<file path="src/rtl/rvga_mem_req_pkg.sv">
// Shared types for the core-side memory initiator: access sizes, FSM states
// and the captured request record.
package rvga_mem_req_pkg;

    typedef logic [31:0] rvga_word;

    typedef enum logic [1:0] {
        MEM_BYTE = 2'b00,
        MEM_HALF = 2'b01,
        MEM_WORD = 2'b10
    } rvga_mem_size_e;

    typedef enum logic [1:0] {
        ST_IDLE = 2'b00,
        ST_RD   = 2'b01,
        ST_WR   = 2'b10,
        ST_RESP = 2'b11
    } rvga_mem_req_state_e;

    typedef struct packed {
        logic           we;
        rvga_mem_size_e size;
        logic           is_unsigned;
        rvga_word       addr;
        rvga_word       wdata;
    } rvga_mem_req_t;

    // Illegal size code, or an access that straddles its natural alignment.
    function automatic logic req_bad(input logic [1:0] size, input logic [1:0] lo);
        return (size == 2'b11) ||
               (size == 2'b01 && lo[0]) ||
               (size == 2'b10 && lo != 2'b00);
    endfunction

endpackage

</file>
<file path="src/rtl/rvga_mem_lane.sv">
// Byte-lane steering for one memory word: extracts and extends a load value,
// and merges right-justified store data into the word at the selected lane.
module rvga_mem_lane
    import rvga_mem_req_pkg::*;
(
    input  rvga_word       word_i,
    input  logic [1:0]     lane_i,
    input  rvga_mem_size_e size_i,
    input  logic           unsigned_i,
    input  rvga_word       wdata_i,
    output rvga_word       load_o,
    output rvga_word       merge_o
);

    logic [7:0]  byte_v;
    logic [15:0] half_v;

    always_comb begin
        byte_v  = word_i[{lane_i, 3'b000} +: 8];
        half_v  = lane_i[1] ? word_i[31:16] : word_i[15:0];
        load_o  = word_i;
        merge_o = word_i;
        case (size_i)
            MEM_BYTE: begin
                load_o = {{24{~unsigned_i & byte_v[7]}}, byte_v};
                merge_o[{lane_i, 3'b000} +: 8] = wdata_i[7:0];
            end
            MEM_HALF: begin
                load_o = {{16{~unsigned_i & half_v[15]}}, half_v};
                if (lane_i[1]) merge_o[31:16] = wdata_i[15:0];
                else           merge_o[15:0]  = wdata_i[15:0];
            end
            MEM_WORD: begin
                load_o  = word_i;
                merge_o = wdata_i;
            end
            default: begin
                load_o  = word_i;
                merge_o = word_i;
            end
        endcase
    end

endmodule

</file>
<file path="src/rtl/rvga_mem_req.sv">
// Core-side memory initiator: one load/store at a time onto a word-wide
// responder, with sub-word read-modify-write, alignment checks and a timeout.
module rvga_mem_req
    import rvga_mem_req_pkg::*;
#(
    parameter int unsigned timeout_p = 16,
    parameter int unsigned debug_p   = 0
) (
    input  logic                clk_i,
    input  logic                rst_i,
    input  logic                req_v_i,
    output logic                req_ready_o,
    input  logic                req_we_i,
    input  logic [1:0]          req_size_i,
    input  logic                req_unsigned_i,
    input  rvga_word            req_addr_i,
    input  rvga_word            req_wdata_i,
    output logic                resp_v_o,
    output logic                resp_err_o,
    output rvga_word            resp_rdata_o,
    output logic                mem_r_v_o,
    output logic                mem_w_v_o,
    output rvga_word            mem_addr_o,
    output rvga_word            mem_wdata_o,
    input  rvga_word            mem_rdata_i,
    input  logic                mem_resp_v_i,
    output rvga_mem_req_state_e dbg_state_o,
    output logic                dbg_trace_o
);

    localparam int CW = (timeout_p > 1) ? $clog2(timeout_p) : 1;
    localparam logic [CW-1:0] CNT_LAST = CW'(timeout_p - 1);

    rvga_mem_req_state_e state_q;
    rvga_mem_req_t       req_q;
    logic [CW-1:0]       cnt_q;
    rvga_word            lane_load;
    rvga_word            lane_merge;

    // Handshake: a request transfers on the rising edge where req_v_i and
    // req_ready_o are both high; ready is high exactly while the FSM idles,
    // and the response is a single resp_v_o pulse with no back-pressure.
    wire accept = req_v_i && req_ready_o;

    rvga_mem_lane u_lane (
        .word_i     (mem_rdata_i),
        .lane_i     (req_q.addr[1:0]),
        .size_i     (req_q.size),
        .unsigned_i (req_q.is_unsigned),
        .wdata_i    (req_q.wdata),
        .load_o     (lane_load),
        .merge_o    (lane_merge)
    );

    assign mem_addr_o  = (mem_r_v_o || mem_w_v_o) ? {req_q.addr[31:2], 2'b00} : '0;
    assign dbg_state_o = state_q;
    assign dbg_trace_o = (debug_p != 0) && (accept || resp_v_o);

    always_ff @(posedge clk_i or negedge rst_i) begin
        if (!rst_i) begin
            state_q      <= ST_IDLE;
            req_q        <= '0;
            cnt_q        <= '0;
            req_ready_o  <= 1'b1;
            resp_v_o     <= 1'b0;
            resp_err_o   <= 1'b0;
            resp_rdata_o <= '0;
            mem_r_v_o    <= 1'b0;
            mem_w_v_o    <= 1'b0;
            mem_wdata_o  <= '0;
        end else begin
            case (state_q)
                ST_IDLE: begin
                    if (accept) begin
                        req_q       <= '{we: req_we_i, size: rvga_mem_size_e'(req_size_i),
                                         is_unsigned: req_unsigned_i, addr: req_addr_i,
                                         wdata: req_wdata_i};
                        cnt_q       <= '0;
                        req_ready_o <= 1'b0;
                        if (req_bad(req_size_i, req_addr_i[1:0])) begin
                            state_q    <= ST_RESP;
                            resp_v_o   <= 1'b1;
                            resp_err_o <= 1'b1;
                        end else if (req_we_i && req_size_i == MEM_WORD) begin
                            state_q     <= ST_WR;
                            mem_w_v_o   <= 1'b1;
                            mem_wdata_o <= req_wdata_i;
                        end else begin
                            state_q   <= ST_RD;
                            mem_r_v_o <= 1'b1;
                        end
                    end
                end
                ST_RD: begin
                    if (mem_resp_v_i) begin
                        mem_r_v_o <= 1'b0;
                        cnt_q     <= '0;
                        if (req_q.we) begin
                            state_q     <= ST_WR;
                            mem_w_v_o   <= 1'b1;
                            mem_wdata_o <= lane_merge;
                        end else begin
                            state_q      <= ST_RESP;
                            resp_v_o     <= 1'b1;
                            resp_rdata_o <= lane_load;
                        end
                    end else if (cnt_q == CNT_LAST) begin
                        mem_r_v_o  <= 1'b0;
                        state_q    <= ST_RESP;
                        resp_v_o   <= 1'b1;
                        resp_err_o <= 1'b1;
                    end else begin
                        cnt_q <= cnt_q + CW'(1);
                    end
                end
                ST_WR: begin
                    if (mem_resp_v_i || cnt_q == CNT_LAST) begin
                        mem_w_v_o   <= 1'b0;
                        mem_wdata_o <= '0;
                        state_q     <= ST_RESP;
                        resp_v_o    <= 1'b1;
                        resp_err_o  <= !mem_resp_v_i;
                    end else begin
                        cnt_q <= cnt_q + CW'(1);
                    end
                end
                default: begin
                    // RESP lasts one cycle; a late ack arriving here is ignored.
                    state_q      <= ST_IDLE;
                    req_ready_o  <= 1'b1;
                    resp_v_o     <= 1'b0;
                    resp_err_o   <= 1'b0;
                    resp_rdata_o <= '0;
                end
            endcase
        end
    end

endmodule

</file>
<file path="config.mk">
export PLATFORM = sky130hd
export DESIGN_NAME = rvga_mem_req
export DESIGN_NICKNAME = d
export VERILOG_FILES = /design/src/rtl/rvga_mem_req_pkg.sv /design/src/rtl/rvga_mem_lane.sv /design/src/rtl/rvga_mem_req.sv
export SDC_FILE = /design/constraint.sdc
export NUM_CORES = 1
export LEC_CHECK = 0
export ABC_AREA = 1
export CORE_MARGIN = 4
export CORE_UTILIZATION = 45
export DETAILED_ROUTE_END_ITERATION = 8
export GPL_TIMING_DRIVEN = 0
export HOLD_SLACK_MARGIN = 0.15
export MAX_ROUTING_LAYER = met4
export PLACE_DENSITY = 0.82
export SYNTH_ARGS = -nofsm -noshare
export SYNTH_HDL_FRONTEND = slang
export SYNTH_SLANG_ARGS = --single-unit
</file>
<file path="constraint.sdc">
create_clock -name clk_i -period 2.6 [get_ports clk_i]
set_clock_uncertainty 0.15 [all_clocks]
set_input_delay 0.52 -clock clk_i [delete_from_list [all_inputs] [get_ports clk_i]]
set_output_delay 0.52 -clock clk_i [all_outputs]
set_load 0.02 [all_outputs]
</file>
### Word level (Yosys, flattened, before mapping)

Cells that the tools add are included.

* bits in registers: 143
* bits of input ports: 104
* word-level logic and storage cells: 127

* $add $sub $neg: 2
* equal/unequal tests: 23
* shift operators: 3
* multiplexer cells: 55
* bitwise operators: 5
* reductions and logical operators: 25

Operator list (number)
* $mux 32: 9
* $pmux 32 s3: 2
* $pmux 32 s2: 2
* $mux 16: 3
* $bwmux 32: 1
* $shift 8x7->32 const A: 1
* $shiftx 32x6->8: 1
* $shiftx 8x7->32: 1
* $ne 2x2->1 const B: 12
* $mux 1: 21
* $mux 4: 4
* $reduce_and 5->1: 3
* $mux 2: 6
* $pmux 4 s3: 1
* $ne 3x3->1 const B: 3
* $pmux 1 s3: 3
* $eq 2x2->1 const B: 4
* $neg 5->7: 1
* $reduce_and 7->1: 1
* $eq 2x1->1 const B: 3
* $pmux 2 s3: 1
* $reduce_and 3->1: 2
* $add 4x1->4 const B: 1
* $eq 4x4->1 const B: 1
* other kinds (12): 26

### Depth between registers and ports, before layout

Gate-level depths: netlist of run 1.

* word-level depth: 7
* depth in mapped cells: 12
* mapped depth without buffers: 11

### Hierarchy

A second synthesis of run 1 with hierarchy kept.

* cells, all modules: 1304
* area, all modules: 8976.1 µm²

Modules (own cells, without submodules)
* rvga_mem_req: times used 1, cells each 794, area an instance 6538.8 µm², seq. area each 3579.7 µm²
* rvga_mem_lane: times used 1, cells each 510, area an instance 2437.3 µm², seq. area each 0.0 µm²

### Least setup slack after synthesis of run 1

No wires, ideal clock.

* path type: register -> register
* start: register state_q[0] (netlist: dbg_state_o[0])
* end: register mem_wdata_o[22]
* library setup time: 0.122 ns
* arrival: 1.732 ns
* data required time: 2.328 ns
* setup slack: 0.596 ns
* stages on the path, launching flop included: 12
* clock period less this slack: 2.004 ns
* path through: dfrtp_1 -> inv_1 -> ha_1 -> inv_1 -> nand2_1 -> nand3_2 -> nor2_4 -> nand2_4 -> clkinv_2 -> buf_6 -> nor2_1 -> a21oi_1

* longest elaborated chain between the ends: 3
* elaborated cells on any way between the ends: 12
* those cells by class: eq/ne (8); mux (1); reduce/logical (3)

RTL lines
* from (decl): line rvga_mem_req.sv:34 `rvga_mem_req_state_e state_q;`
* from (signal assigned): line rvga_mem_req.sv:61 `state_q <= ST_IDLE;`
* from (signal assigned): line rvga_mem_req.sv:81 `state_q <= ST_RESP;`
* from (signal assigned): line rvga_mem_req.sv:85 `state_q <= ST_WR;`
* $eq 2x1->1, or another cell as far along: line rvga_mem_req.sv:72 `case (state_q)`
* $ne 2x2->1 (no line) or $reduce_bool 3->1 (tied branches)
* $reduce_and 7->1 (no line)
* to (signal assigned): line rvga_mem_req.sv:87 `mem_wdata_o <= req_wdata_i;`
* to (signal assigned): line rvga_mem_req.sv:101 `mem_wdata_o <= lane_merge;`
* to (decl): line rvga_mem_req.sv:24 `output rvga_word mem_wdata_o,`

Several ways; a longest one is shown, not always the timed one.
A chain may end at the register's enable or synchronous reset.

### Final worst setup path of run 1

* start: register mem_r_v_o
* end: output port mem_addr_o[25]

* longest elaborated chain between the ends: 2

RTL lines
* from (decl): line rvga_mem_req.sv:21 `output logic mem_r_v_o,`
* from (signal assigned): line rvga_mem_req.sv:68 `mem_r_v_o <= 1'b0;`
* from (signal assigned): line rvga_mem_req.sv:90 `mem_r_v_o <= 1'b1;`
* from (signal assigned): line rvga_mem_req.sv:96 `mem_r_v_o <= 1'b0;`
* $logic_or 1x1->1: line rvga_mem_req.sv:55 `assign mem_addr_o = (mem_r_v_o || mem_w_v_o) ? {req_q.addr[31:2], 2'b00} : '0;`
* $mux 32: line rvga_mem_req.sv:55
* to (decl): line rvga_mem_req.sv:23 `output rvga_word mem_addr_o,`

Every way passes these cells.

==> metrics.txt, run 1 <==
average cell area after synthesis 6.81 sq um; Final Core Density 62.6%; total power 15.7 mW; total area of sequential cells 0.00358 sq mm; violation count after the first detailed-route iteration 854; leftover overflow at the end of global routing 0; buffers added on ports 204; Hold Vio Cnt, Final 0; Yosys top cell by area sky130_fd_sc_hd__dfrtp_1; root buf cell sky130_fd_sc_hd__clkbuf_16; TritonCTS clock tree built; Routability Congestion 0.994; diode insertion count for antenna repair 0; flop and latch count out of synthesis 143; sum of routed wire length over all layers 30300 microns; num rows 49; initial antenna violation count 0; Netlist cell types 32; height of the die 145 microns; detailed-route via count 9046; standby leakage power 5.75 nW; largest net degree at the start of global routing 79; most area-consuming cells after synthesis sky130_fd_sc_hd__dfrtp_1 (42%), sky130_fd_sc_hd__nand2_1 (18%), sky130_fd_sc_hd__a21oi_1 (7.9%); Clock Path Buffers 2; Die Width 145 microns; maximum clock rate 0.398 GHz; Synth warnings 0; element type at the critical path end output port; kind of critical path flip-flop to output port; global-route wire length before repair 46900 microns; setup-violating endpoint count in the final report 0; sequential share of the synthesized area 42.6%; vias per cell 5.32; final cycle utilization of the critical path 96.6%; total half-perimeter wirelength after legalization and detailed placement 23400 microns; number of global-route vias before repair 8848; per-cell routed wire length 17.8 microns; initial standard-cell utilization of the core 46.3%; FILL cells 1685; clock latency on the worst-skew pair 430 ps; total power density per cell area 1380 mW/mm^2; number of nets in the layout 1574; post-synth design cell area 0.00839 sq mm; DRC violation count after routing 0; max-slew violation count 0; worst endpoint required time 1930 ps; count of mapped cells out of synthesis 1233; number of clock sinks 143; transition time at the pin with the least slew margin 707 ps; peak ir drop on the vdd network 0.000777 V; number of buffers inserted during clock tree synthesis 17; # IOs 208; clock-pin slew of the registers on the worst-case setup and hold paths 70 ps; Yosys top cell area share 42.3%; endpoint arrival time on the critical path 1840 ps; library cell with the highest instance count after synthesis sky130_fd_sc_hd__nand2_1; antenna-violating nets left 0; # Max-Cap Violations 0; core region area 0.0181 sq mm; count of flip-flops with a built-in enable after synthesis 0; startpoint types flip-flop; leading post-synthesis cells by instance count sky130_fd_sc_hd__nand2_1 (406), sky130_fd_sc_hd__nor2_1 (176), sky130_fd_sc_hd__dfrtp_1 (142); Hold Crit Class flip-flop to flip-flop; Detailed Routing Iterations Pass 1 5; Worst Path Max Fanout 10; share of cells above drive strength 1 7.95%; number of H-tree branching levels 4; relative area change from synthesis to final layout 35.4%; total die area 0.0209 sq mm; flip-flop cell with the highest count after synthesis sky130_fd_sc_hd__dfrtp_1; overall track demand over capacity in global routing 29.9%; worst slew margin relative to its limit 52.9%; Multi-input gate area 0.00394 sq mm; result of the run complete, no violations; Min Clock Period, post-route 2510 ps; Async S/R FF share, synth 100%
## power by group
group | internal (mW) | leakage, nW | switching, mW | total (mW)
clock | 1.35 | 0.272 | 1.08 | 2.43
combinational | 3.48 | 3.75 | 5.93 | 9.42
sequential | 3.20 | 1.74 | 0.688 | 3.89
## area by class of cell
type                       instances  area share [%]
tap                              229            2.52
clock buffer                      17            3.74
inverter                         134            4.48
sequential                       143            31.5
buffer                            63            3.35
multi-input combinational        894            34.7
timing repair buffer             206            18.3
clock inverter                    15            1.37
## sequential cells by signal, summed over array words and instances (netlist names)
register      count
cnt_q             4
dbg_state_o       2
mem_r_v_o         1
mem_w_v_o         1
mem_wdata_o      32
req_q            68
req_ready_o       1
resp_err_o        1
resp_rdata_o     32
resp_v_o          1
## stage by stage
stage | hold WS [ps] | TNS (ps) | area [sq um] | cells | setup WS [ps]
after floorplan | 74.4 | 0 | 8400 | 1235 | 596
after global placement | 314 | -691820 | 10700 | 1668 | -4860
after detailed placement | 314 | 0 | 10800 | 1669 | 145
after CTS | 332 | 0 | 11400 | 1702 | 4.67
after global routing | 349 | -81.4 | 11400 | 1701 | -11.2
final | 335 | 0 | 11400 | 1701 | 88.9
## path summary, 6_finish.rpt
kind,start,to,slack (ps),cells past startpoint
min in group asynchronous,rst_i,resp_rdata_o[10],490,2
worst max register to register,dbg_state_o[0],mem_wdata_o[13],200,7
max in group asynchronous,rst_i,req_ready_o,970,3
worst max-delay path,mem_r_v_o,mem_addr_o[25],90,4
worst min-delay path,resp_rdata_o[18],resp_rdata_o[18],330,2
worst min register to register,resp_rdata_o[18],resp_rdata_o[18],330,2
## what timing repair did
item                                    4_1_cts  5_1_grt
hold buffers                                  1        0
endpoints found under the setup margin       30       36
pin swaps                                     0        0
setup buffers                                 0        0
endpoints found under the hold margin        65        0
gates cloned                                  0        0
gates resized for setup                       8        5
## cell families after synthesis
kind of cell	after synthesis	synth area share (%)
other	1	0.0447
DFF	143	42.6
adders and majority gates	11	1.64
AOI/OAI and AO/OA	223	13.4
buffers and inverters	198	10.5
muxes	5	0.656
and+or+nand+nor	652	31.0
## critical path, cell delays in order (launching register included)
cell and delay (ps):
sky130_fd_sc_hd__dfrtp_1 410, sky130_fd_sc_hd__nor2_2 70, sky130_fd_sc_hd__clkbuf_4 190, sky130_fd_sc_hd__nor2_1 120, sky130_fd_sc_hd__clkdlybuf4s50_1 620
## layer usage
metal | track usage [%] | routed length, microns
met4 | 9.87 | 827
met1 | 38.3 | 12800
met2 | 47.7 | 14700
met3 | 6.18 | 2050
met5 | - | 0
## cell usage in the layout, fill, tap and decap left out, types with 2 or more instances in the layout
cell,count
sky130_fd_sc_hd__o21ai_1,3
sky130_fd_sc_hd__inv_6,3
sky130_fd_sc_hd__clkinvlp_4,4
sky130_fd_sc_hd__clkbuf_16,17
sky130_fd_sc_hd__buf_2,28
sky130_fd_sc_hd__nor2_1,174
sky130_fd_sc_hd__nand3_2,4
sky130_fd_sc_hd__o21bai_1,2
sky130_fd_sc_hd__dfrtp_1,141
sky130_fd_sc_hd__inv_1,123
sky130_fd_sc_hd__buf_4,8
sky130_fd_sc_hd__o21ai_0,84
sky130_fd_sc_hd__dlygate4sd2_1,2
sky130_fd_sc_hd__nor2_2,3
sky130_fd_sc_hd__conb_1,3
sky130_fd_sc_hd__clkbuf_1,11
sky130_fd_sc_hd__nor2_4,3
sky130_fd_sc_hd__mux2_2,4
sky130_fd_sc_hd__nand3_1,47
sky130_fd_sc_hd__dlymetal6s2s_1,2
sky130_fd_sc_hd__nand2_2,4
sky130_fd_sc_hd__o21ai_2,2
sky130_fd_sc_hd__a21oi_1,132
sky130_fd_sc_hd__buf_6,10
sky130_fd_sc_hd__inv_2,8
sky130_fd_sc_hd__nand4_1,7
sky130_fd_sc_hd__nand2_1,406
sky130_fd_sc_hd__clkinv_4,5
sky130_fd_sc_hd__buf_1,4
sky130_fd_sc_hd__clkbuf_4,3
sky130_fd_sc_hd__nand2_4,2
sky130_fd_sc_hd__ha_1,11
sky130_fd_sc_hd__clkdlybuf4s50_1,199
sky130_fd_sc_hd__inv_8,3
No activity file was read; power rests on OpenSTA's default activity.
==> run 2, diff against run 1 <==
- ABC_AREA: 1 -> unset
- PLACE_DENSITY: 0.82 -> 0.83
==> metrics.txt, run 2 <==
global-route wire length before repair 40800 microns; Detailed Routing Iterations Pass 1 7; share of cells above drive strength 1 15.9%; register containing the most flip-flops in the final layout req_q; antenna-violating nets left 0; per-cell routed wire length 21.8 microns; post-placement setup slack -308 ps; critical path cell sequence nor2_2 > clkbuf_4 > nor2b_1 > clkdlybuf4s50_1; maximum clock rate 0.394 GHz; relative area change from synthesis to final layout 39.9%; TritonCTS clock tree built; flop and latch count out of synthesis 143; post-synth design cell area 0.00770 sq mm; height of the die 139 microns; Yosys top cell area share 46.1%; buffers added on ports 203; average cell area after synthesis 10.4 sq um; peak ir drop on the vdd network 0.000659 V; result of the run complete, no violations; most common library cell in the layout ignoring fill and taps sky130_fd_sc_hd__clkdlybuf4s50_1; commonest non-fill, non-tap cells in the layout sky130_fd_sc_hd__clkdlybuf4s50_1 (174), sky130_fd_sc_hd__dfrtp_1 (140), sky130_fd_sc_hd__mux2_2 (68); total die area 0.0193 sq mm; Worst Path Max Fanout 10; Hold Vio Cnt, Final 0; # IOs 208; startpoint types flip-flop; Top Registers req_q (68), mem_wdata_o (32), resp_rdata_o (32); leading post-synthesis cells by instance count sky130_fd_sc_hd__dfrtp_1 (142), sky130_fd_sc_hd__mux2_2 (68), sky130_fd_sc_hd__nand2_1 (61); Yosys top cell by area sky130_fd_sc_hd__dfrtp_1; # Max-Cap Violations 0; worst endpoint required time 1930 ps; library cell with the highest instance count after synthesis sky130_fd_sc_hd__dfrtp_1; total power density per cell area 1350 mW/mm^2; sequential share of the synthesized area 46.5%; DRC violation count after routing 0; Clock Path Buffers 2; Hold Crit Class flip-flop to flip-flop; root buf cell sky130_fd_sc_hd__clkbuf_16; delay of the slowest cell on the worst path 540 ps; number of global-route vias before repair 7120; Die Width 139 microns; standby leakage power 4.94 nW; setup-violating endpoint count in the final report 0; flip-flop count of the largest register, all copies and words added 68; num rows 47; worst slew margin relative to its limit 47.4%; initial antenna violation count 0; initial standard-cell utilization of the core 46.1%; Netlist cell types 53; count of flip-flops with a built-in enable after synthesis 0; overall track demand over capacity in global routing 27.6%; max-slew violation count 0; number of nets in the layout 1079; core region area 0.0167 sq mm; hold slack final 324 ps; Routability Congestion 1.00; cell type of the slowest stage on the worst timing path sky130_fd_sc_hd__clkdlybuf4s50_1; sum of routed wire length over all layers 26100 microns; final cycle utilization of the critical path 97.6%; most area-consuming cells after synthesis sky130_fd_sc_hd__dfrtp_1 (46%), sky130_fd_sc_hd__mux2_2 (9.9%), sky130_fd_sc_hd__a22o_1 (4.2%); Synth warnings 0; Critical R2R Launch req_q[33]; violation count after the first detailed-route iteration 1171; diode insertion count for antenna repair 0; element type at the critical path end output port; startpoint of the lowest-slack hold path resp_rdata_o[13]; Layout Cell Area excl Fill 0.0108 sq mm; total half-perimeter wirelength after legalization and detailed placement 19400 microns; kind of critical path flip-flop to output port; instance area at placement 0.0100 sq mm; count of mapped cells out of synthesis 738; number of buffers inserted during clock tree synthesis 17; largest net degree at the start of global routing 76; number of clock sinks 143; Async S/R FF share, synth 100%; Setup crit start mem_w_v_o; clock-pin slew of the registers on the worst-case setup and hold paths 60 ps; detailed-route via count 7234; transition time at the pin with the least slew margin 789 ps; worst path setup slack after routing 62.0 ps; endpoint arrival time on the critical path 1870 ps; vias per cell 6.05; Min Clock Period, post-route 2540 ps; leftover overflow at the end of global routing 0; number of H-tree branching levels 4; clock latency on the worst-skew pair 420 ps; flip-flop cell with the highest count after synthesis sky130_fd_sc_hd__dfrtp_1
==> run 2: cell count changes after synthesis, sizes merged, moves of 19 or more <==
cell    delta
nor2b     +42
nand3     -47
a22o      +37
mux2      +65
nand2b    +19
nor2     -134
inv      -113
a221oi    +20
buf       -19
nand2    -351
a21oi     -88
o21ai     -37
==> run 2: power breakdown <==
part,switching (mW),leakage (nW),internal [mW]
logic,4.58,2.87,3.49
registers,0.756,1.79,3.23
clock network,0.948,0.287,1.53
==> run 2: per-stage QoR <==
step | utilization (%) | TNS (ps) | total power [mW] | cells
floorplan | - | 0 | 8.80 | 740
global placement | 60.0 | -695680 | 11.7 | 1163
detailed placement | 60.2 | -6220 | 11.9 | 1164
CTS | 64.0 | 0 | 14.5 | 1197
global route | 64.5 | -14.2 | 15.4 | 1196
finish | 64.5 | 0 | 14.5 | 1196
==> run 2: cells by family (layout without fill, tap and decap cells) <==
| kind of cell | Yosys count | after routing | share of synthesized area [%] |
|---|---|---|---|
| flip-flops | 143 | 143 | 46.5 |
| buffers and inverters | 72 | 308 | 4.17 |
| multiplexers | 87 | 87 | 13.7 |
| adder cells (fa/ha/maj) | 11 | 11 | 1.79 |
| AND/OR/NAND/NOR | 191 | 191 | 12.3 |
| AO/OA/AOI/OAI | 233 | 233 | 21.5 |
| other | 1 | 3 | 0.0487 |
==> run 2: path summary, 6_finish.rpt <==
check / endpoint / slack [ps] / cells after the start
min in group asynchronous: resp_rdata_o[26] / 540 / 2
worst min-delay path: resp_rdata_o[13] / 320 / 1
worst max register to register: mem_wdata_o[8] / 120 / 9
worst max-delay path: mem_addr_o[17] / 60 / 4
max in group asynchronous: req_q[33] / 940 / 3
worst min register to register: resp_rdata_o[13] / 320 / 1
==> run 2: cell type report <==
type / instances / area, sq um
buffer: 52 / 267
clock buffer: 21 / 450
clock inverter: 10 / 139
fill: 1344 / 5920
inverter: 18 / 72.6
multi-input combinational: 525 / 3850
sequential: 143 / 3580
tap: 220 / 275
timing repair buffer: 207 / 2140
==> run 2: layer usage <==
layer / GRT usage [%] / part of all wire, % / vias to the layer above
li1: - / - / 3179
met1: 35.6 / 38 / 3461
met2: 41.7 / 45 / 509
met3: 8.14 / 12 / 85
met4: 9.58 / 3.8 / 0
met5: - / 0 / -
==> run 2: worst max-delay path: cells and delay by family, from the launching register on <==
kind	cells	cell delay, ps
buffers and inverters	2	770
AND/OR/NAND/NOR	2	230
flip-flops	1	430
==> run 2: repair_timing <==
action	in CTS	in global routing
pin swaps	1	2
hold buffers	1	0
endpoints found under the hold margin	67	0
setup endpoints to repair	62	68
gates resized for setup	14	39
buffers inserted	2	0
